===== src/rtl/debug_response_tx.sv =====
// Debug link response serializer: sends 1-4 bytes of a result LSB-first.
// Ports: clk, reset (async, active-high); cmd_valid/result/size from decoder;
//        tx_data/tx_start/tx_done to UART TX; busy, resp_done, overrun,
//        timeout_err status.
module debug_response_tx #(
    parameter int GAP_CYCLES     = 0,
    parameter int TIMEOUT_CYCLES = 65535,
    parameter int TMR_W          = 16
) (
    input  logic        clk,
    input  logic        reset,
    input  logic        cmd_valid,
    input  logic [31:0] result,
    input  logic [1:0]  size,
    input  logic        tx_done,
    output logic [7:0]  tx_data,
    output logic        tx_start,
    output logic        busy,
    output logic        resp_done,
    output logic        overrun,
    output logic        timeout_err
);

    typedef enum logic [2:0] {
        S_IDLE,
        S_SEND,
        S_WAIT,
        S_GAP,
        S_DONE
    } state_t;

    localparam bit GAP_EN = (GAP_CYCLES != 0);
    localparam bit TO_EN  = (TIMEOUT_CYCLES != 0);

    localparam logic [TMR_W:0] TO_LIM =
        (TMR_W+1)'(TIMEOUT_CYCLES);
    localparam logic [TMR_W-1:0] GAP_LAST =
        TMR_W'((GAP_CYCLES > 0) ? GAP_CYCLES - 1 : 0);

    state_t           state;
    logic [31:0]      shreg;
    logic [1:0]       rem;
    logic [TMR_W-1:0] timer;
    logic [TMR_W:0]   timer_inc;
    logic [31:0]      shreg_nxt;

    // One extra bit so the threshold compare cannot wrap.
    assign timer_inc = {1'b0, timer} + (TMR_W+1)'(1);
    assign shreg_nxt = {8'h00, shreg[31:8]};

    always_ff @(posedge clk or posedge reset) begin
        if (reset) begin
            state       <= S_IDLE;
            shreg       <= '0;
            rem         <= '0;
            timer       <= '0;
            tx_data     <= '0;
            tx_start    <= 1'b0;
            busy        <= 1'b0;
            resp_done   <= 1'b0;
            overrun     <= 1'b0;
            timeout_err <= 1'b0;
        end else begin
            tx_start  <= 1'b0;
            resp_done <= 1'b0;

            if (cmd_valid && state != S_IDLE) begin
                overrun <= 1'b1;
            end

            case (state)
                S_IDLE: begin
                    if (cmd_valid) begin
                        shreg    <= result;
                        rem      <= size;
                        tx_data  <= result[7:0];
                        tx_start <= 1'b1;
                        busy     <= 1'b1;
                        timer    <= '0;
                        state    <= S_SEND;
                    end
                end

                // Timer counts cycles since tx_start;
                // the SEND cycle itself is cycle 0.
                S_SEND: begin
                    timer <= TMR_W'(1);
                    state <= S_WAIT;
                end

                // tx_done has priority over the timeout
                // on the threshold cycle.
                S_WAIT: begin
                    if (tx_done) begin
                        if (rem == 2'd0) begin
                            resp_done <= 1'b1;
                            state     <= S_DONE;
                        end else begin
                            shreg <= shreg_nxt;
                            rem   <= rem - 2'd1;
                            timer <= '0;
                            if (GAP_EN) begin
                                state <= S_GAP;
                            end else begin
                                tx_data  <= shreg_nxt[7:0];
                                tx_start <= 1'b1;
                                state    <= S_SEND;
                            end
                        end
                    end else if (TO_EN && timer_inc >= TO_LIM) begin
                        timeout_err <= 1'b1;
                        busy        <= 1'b0;
                        state       <= S_IDLE;
                    end else begin
                        timer <= timer_inc[TMR_W-1:0];
                    end
                end

                S_GAP: begin
                    if (timer == GAP_LAST) begin
                        tx_data  <= shreg[7:0];
                        tx_start <= 1'b1;
                        timer    <= '0;
                        state    <= S_SEND;
                    end else begin
                        timer <= timer + TMR_W'(1);
                    end
                end

                S_DONE: begin
                    busy  <= 1'b0;
                    state <= S_IDLE;
                end

                default: begin
                    busy  <= 1'b0;
                    state <= S_IDLE;
                end
            endcase
        end
    end

endmodule


===== config.mk =====
export PLATFORM = sky130hd
export DESIGN_NAME = debug_response_tx
export DESIGN_NICKNAME = d
export VERILOG_FILES = /design/src/rtl/debug_response_tx.sv
export SDC_FILE = /design/constraint.sdc
export NUM_CORES = 1
export LEC_CHECK = 0
export BUFFER_PORTS_ARGS = -buffer_cell sky130_fd_sc_hd__buf_2
export CAP_MARGIN = 20
export CORE_ASPECT_RATIO = 1.75
export CORE_MARGIN = 2
export CORE_UTILIZATION = 55
export DETAILED_ROUTE_END_ITERATION = 8
export GPL_ROUTABILITY_DRIVEN = 0
export GPL_TIMING_DRIVEN = 0
export PLACE_DENSITY = 0.77
export SKIP_CTS_REPAIR_TIMING = 1
export SYNTH_ARGS = -nofsm -noshare
export SYNTH_HDL_FRONTEND = slang
export SYNTH_SLANG_ARGS = --single-unit

===== constraint.sdc =====
create_clock -name clk -period 4.2 [get_ports clk]
set_input_delay 0.42 -clock clk [delete_from_list [all_inputs] [get_ports clk]]
set_output_delay 0.42 -clock clk [all_outputs]
set_load 0.01 [all_outputs]

==> After elaboration in Yosys (flattened, before gate mapping) <==
Cells that the tools add are included.
{ "totals": {"word_cells": 80, "reg_bits": 66, "input_bits": 38, "output_inout_bits": 13} }
{ "classes": {"magnitude_cmp": 1, "n_eq_ne": 12, "reduce_logical": 15, "bitwise_logic": 2, "n_addsub": 3, "muxes": 37} }
{ "ops": {"columns": ["op", "n"], "rows": [
  ["32-bit two-way mux", 3],
  ["16-bit two-way mux", 5],
  ["16-bit one-hot mux with 4 select lines", 1],
  ["32-bit one-hot mux with 2 select lines", 1],
  ["8-bit two-way mux", 4],
  ["8-bit one-hot mux with 3 select lines", 1],
  ["16-bit by 1-bit adder with 17-bit output (second input constant)", 1],
  ["17-bit by 16-bit >= comparator with 1-bit output (second input constant)", 1],
  ["16-bit by 1-bit adder with 16-bit output (second input constant)", 1],
  ["16-bit zero test", 1],
  ["3-bit two-way mux", 5],
  ["2-bit inequality test (second input constant)", 6],
  ["3-bit one-hot mux with 4 select lines", 1],
  ["4-bit AND reduction", 3],
  ["1-bit two-way mux", 10],
  ["3-bit inequality test (second input constant)", 3],
  ["3-bit by 2-bit equality test with 1-bit output (second input constant)", 2],
  ["2-bit two-way mux", 3],
  ["1-bit one-hot mux with 3 select lines", 2],
  ["3-bit AND reduction", 2],
  ["3-bit nonzero test", 2],
  ["5-bit AND reduction", 1],
  ["2-bit one-hot mux with 2 select lines", 1],
  ["4-bit nonzero test", 1],
  ["other kinds (8)", 9]
]} }

==> Longest topological paths before layout <==
{ "logic_depth": {"word_depth": 5, "ltp_mapped": 10} }

==> Worst setup path before layout <==
OpenSTA, ideal clock, no wires.
{ "synth_path": {"path_kind": "register -> register", "from": "register timer[0]", "to": "register timer[3]", "t_required_ps": 4061, "n_path_buf": 2, "path_slack_ps": 1846, "arrival_time_ps": 2215, "setup_time_ps": 139, "stages_incl_launch_ff": 10, "path_cell_list": "dfrtp_1 > ha_1 > clkbuf_1 > and3b_1 > o221a_2 > o221ai_1 > nor4b_4 > buf_4 > o311ai_0 > o31ai_1"} }
{ "synth_between": {"elab_chain_len": 4} }
{ "synth_lines": {"columns": ["item", "line_no", "rtl"], "rows": [
  ["from (decl)", "43", "logic [TMR_W-1:0] timer;"],
  ["from (signal assigned)", "115", "timer <= timer_inc[TMR_W-1:0];"],
  ["from (signal assigned)", "126", "timer <= timer + TMR_W'(1);"],
  ["16-bit by 1-bit adder with 17-bit output", "48", "assign timer_inc = {1'b0, timer} + (TMR_W+1)'(1);"],
  ["17-bit by 16-bit >= comparator with 1-bit output or 16-bit two-way mux (tied branches)", "110", "end else if (TO_EN && timer_inc >= TO_LIM) begin"],
  ["3-bit inequality test (no source line) or 16-bit two-way mux (tied branches)", null, null],
  ["4-bit AND reduction (no source line) or 16-bit one-hot mux with 4 select lines (tied branches)", null, null]
]} }
Parallel ways exist; a longest one is shown, timed or not. The select of a mux whose other input is x is not followed.
A chain may end at the register's enable or synchronous reset.

==> Worst setup path in the final report <==
{ "layout_path": {"from": "register timer[1]", "to": "register timer[7]"} }
Same word-level chain as after synthesis.

==> results_dict.tcl <==
set metrics [dict create \
    status "complete, no violations" \
    htreeDepth 3 \
    cts_num_sinks 66 \
    drive_gt1_share_pct 18.6 \
    synth_edf_count 0 \
    root_buffer "clkbuf_16" \
    cp-end-kind "register" \
    seqCellArea_um2 1650 \
    vias 3384 \
    multiInputGateArea_um2 1870 \
    n_antenna_cell 0 \
    synth_nets 448 \
    antenna_found_initial 0 \
    synth_top_family_by_area "simple AND/OR/NAND/NOR gates" \
    start_kind "register" \
    min_period_ns 2.82 \
    setup_tns_ns 0 \
    ant_nets 0 \
    path_class "reg2reg" \
    syn_to_final_growth_pct 18.1 \
    grt_pass1_wl_um 15800 \
    synth_adder_area_share_pct 1.35 \
    initial_core_util_pct 56.7 \
    max-cap-violations 0 \
    hp-class "in2async" \
    die_w_um 66.0 \
    path_cells "ha_1 -> clkbuf_1 -> nand2_1 -> nor4_1 -> or2_2 -> buf_2 -> o311ai_0 -> o21ai_1" \
    setup_violations 0 \
    fp-row-count 39 \
    max_stage_delay_ns 0.64 \
    arrival_ns 3.08 \
    synth-compound-area-share_pct 19.7 \
    rsz0062_at_grt "no" \
    clk_latency_ns 0.34 \
    cts_buffer_depth 2 \
    tightest_slew_ns 0.984 \
    dieArea_um2 7430 \
    fin_util_pct 66.9 \
    p_per_area_nw_per_um2 682 \
    drc 0 \
    cts_tree "done" \
    crit_path_max_fanout 10 \
    io_pins 51 \
    hpwlAfterDp_um 6920 \
    drv_slew 0 \
    crit_cells 8 \
    ys_warn_count 0 \
    total_power_w 0.00298 \
    nNetsFinal 509 \
    drt_first_pass_iters 5 \
    globalRouteOverflowTotal 0 \
    syn-mean-instance-area_um2 9.13 \
    portBuffers 49 \
    reg2reg_setup_slack_ns 1.38 \
    required_ns 4.46 \
    path_clk_slew_ns 0.05 \
    final_hold_viol_count 0 \
    ys_ff_latch 66 \
    finalWirelength_um 9320 \
    drt-vias-per-instance 6.11 \
    finalClockSkew_ns 0.00559 \
    drt_iter0_drc 240 \
    die_y_um 113 \
    grt_pass1_vias 3482 \
    critPathBufInv 2 \
    path_delay_family "simple AND/OR/NAND/NOR gates" \
    vdd_ir_drop_max_v 0.000423 \
    routedWlPerCell_um 16.8 \
    synth_xor_area_share_pct 0.946 \
    fmax_ghz 0.354 \
    cp_slowest_cell "nor4_1" \
    cts_made_buffers 9 \
    r2r_end "timer[7]" \
    p_leak_nw 2.12 \
    final_cell_count_no_fill 554 \
    r2r_start "timer[1]" \
    synth_cell_types 57 \
    synth_area_um2 3700 \
    async_reset_ff_share_pct 100 \
    grt_start_max_net_pins 36 \
    placed_cells 538 \
    r2r.worst_path.cells 8 \
    grt.total_usage_pct 27.4 \
    yosys.area_share.simple_pct 19.8 \
    timing.slew.headroom_pct 33.9 \
    fillCellCount 545 \
    yosysSeqAreaShare_pct 44.6 \
    min_period_over_period_pct 67.3 \
    synthCells 406 \
    synth_mux_area_share_pct 8.65 \
    core_um2 6540 \
    ys.flop_type "dfrtp_1" \
]
==> cell type report <==
type	count	area share [%]
inverter	10	0.858
clock inverter	1	0.114
sequential	66	37.7
timing repair buffer	50	6.06
buffer	33	3.35
multi-input combinational	297	42.7
tap	82	2.34
clock buffer	15	6.81
==> per-stage QoR <==
stage	setup WS [ns]	instance area, um2	hold slack [ns]
after floorplan	1.85	3700	0.449
after global placement	1.30	4050	0.437
after detailed placement	1.43	4070	0.451
after CTS	1.42	4380	0.256
after global routing	1.17	4380	0.295
final	1.38	4380	0.232
==> layer usage <==
metal  vias up  wire [um]  track usage, %
li1       1597          -               -
met3        28        475            5.61
met2       129       5150            50.6
met4         0        313            12.8
met5         -          0               0
met1      1630       3380            28.7
==> state kept, by name, indices dropped and copies added, names as in the netlist <==
signal and flops:
overrun 1, tx_data 8, timeout_err 1, rem 2, resp_done 1, tx_start 1, timer 16, state 3
busy 1, shreg 32
==> cells by family after synthesis <==
group | count (synthesis)
and+or+nand+nor | 142
AOI/OAI and AO/OA | 115
DFF | 66
buffers and inverters | 43
muxes | 32
xor gates and xnor gates | 4
adders and majority gates | 4
==> cell usage after synthesis (2+ instances only) <==
master     n  share of area, %
dfrtp_1   66                45
o21ai_0   53               7.2
nand2_1   46               4.7
mux2i_1   32               8.6
nor2_1    28               2.8
clkbuf_1  18               1.8
a21oi_1   13               1.8
and3_1    10               1.7
inv_1     10               1.0
nand3_1   10               1.4
o311ai_0   9               2.1
a22o_1     8               1.9
buf_2      8               1.1
o31ai_1    8               1.6
nor3_1     6              0.81
nand2b_1   5              0.84
nand4_1    5              0.84
nor2b_1    5              0.84
or3_1      5              0.84
ha_1       4               1.4
nor4_1     4              0.68
a31o_2     3              0.71
buf_1      3              0.30
buf_4      3              0.61
xor2_1     3              0.71
a211oi_1   2              0.41
a21boi_0   2              0.41
a21o_1     2              0.41
a31oi_1    2              0.34
and4_1     2              0.47
nor4b_1    2              0.47
o211ai_1   2              0.41
o21ai_1    2              0.27
o311ai_1   2              0.47
==> cell usage in the layout (no fill, tap or decap), types with 10 or more instances in the layout <==
master    count
mux2i_1      32
a21oi_1      13
dfrtp_1      66
nand3_1      10
buf_2        57
o21ai_0      53
and3_1       10
nor2_1       28
clkbuf_1     19
nand2_1      46
==> report_power, final <==
| group | internal, W | switching (W) | total [W] | leakage (nW) |
|---|---|---|---|---|
| Sequential | 0.000856 | 0.000134 | 0.000991 | 0.845 |
| Clock | 0.000479 | 0.000266 | 0.000745 | 0.152 |
| Combinational | 0.000480 | 0.000768 | 0.00125 | 1.13 |
| Total | 0.00182 | 0.00117 | 0.00298 | 2.12 |
==> worst register-to-register path, cell delays in order, from the launching register on <==
cell,delay (ns)
dfrtp_1,0.53
ha_1,0.21
clkbuf_1,0.34
nand2_1,0.21
nor4_1,0.64
or2_2,0.28
buf_2,0.25
o311ai_0,0.17
o21ai_1,0.11
==> worst max path at each step <==
stage,startpoint,endpoint,slack (ns)
2_1_floorplan,timer[0],timer[3],1.85
4_1_cts,timer[1],timer[7],1.42
6_report,timer[1],timer[7],1.38
3_3_place_gp,reset,tx_start,1.30
5_1_grt,timer[1],timer[2],1.17
3_5_place_dp,timer[1],timer[7],1.43
Power figures use the tool's default switching activity.
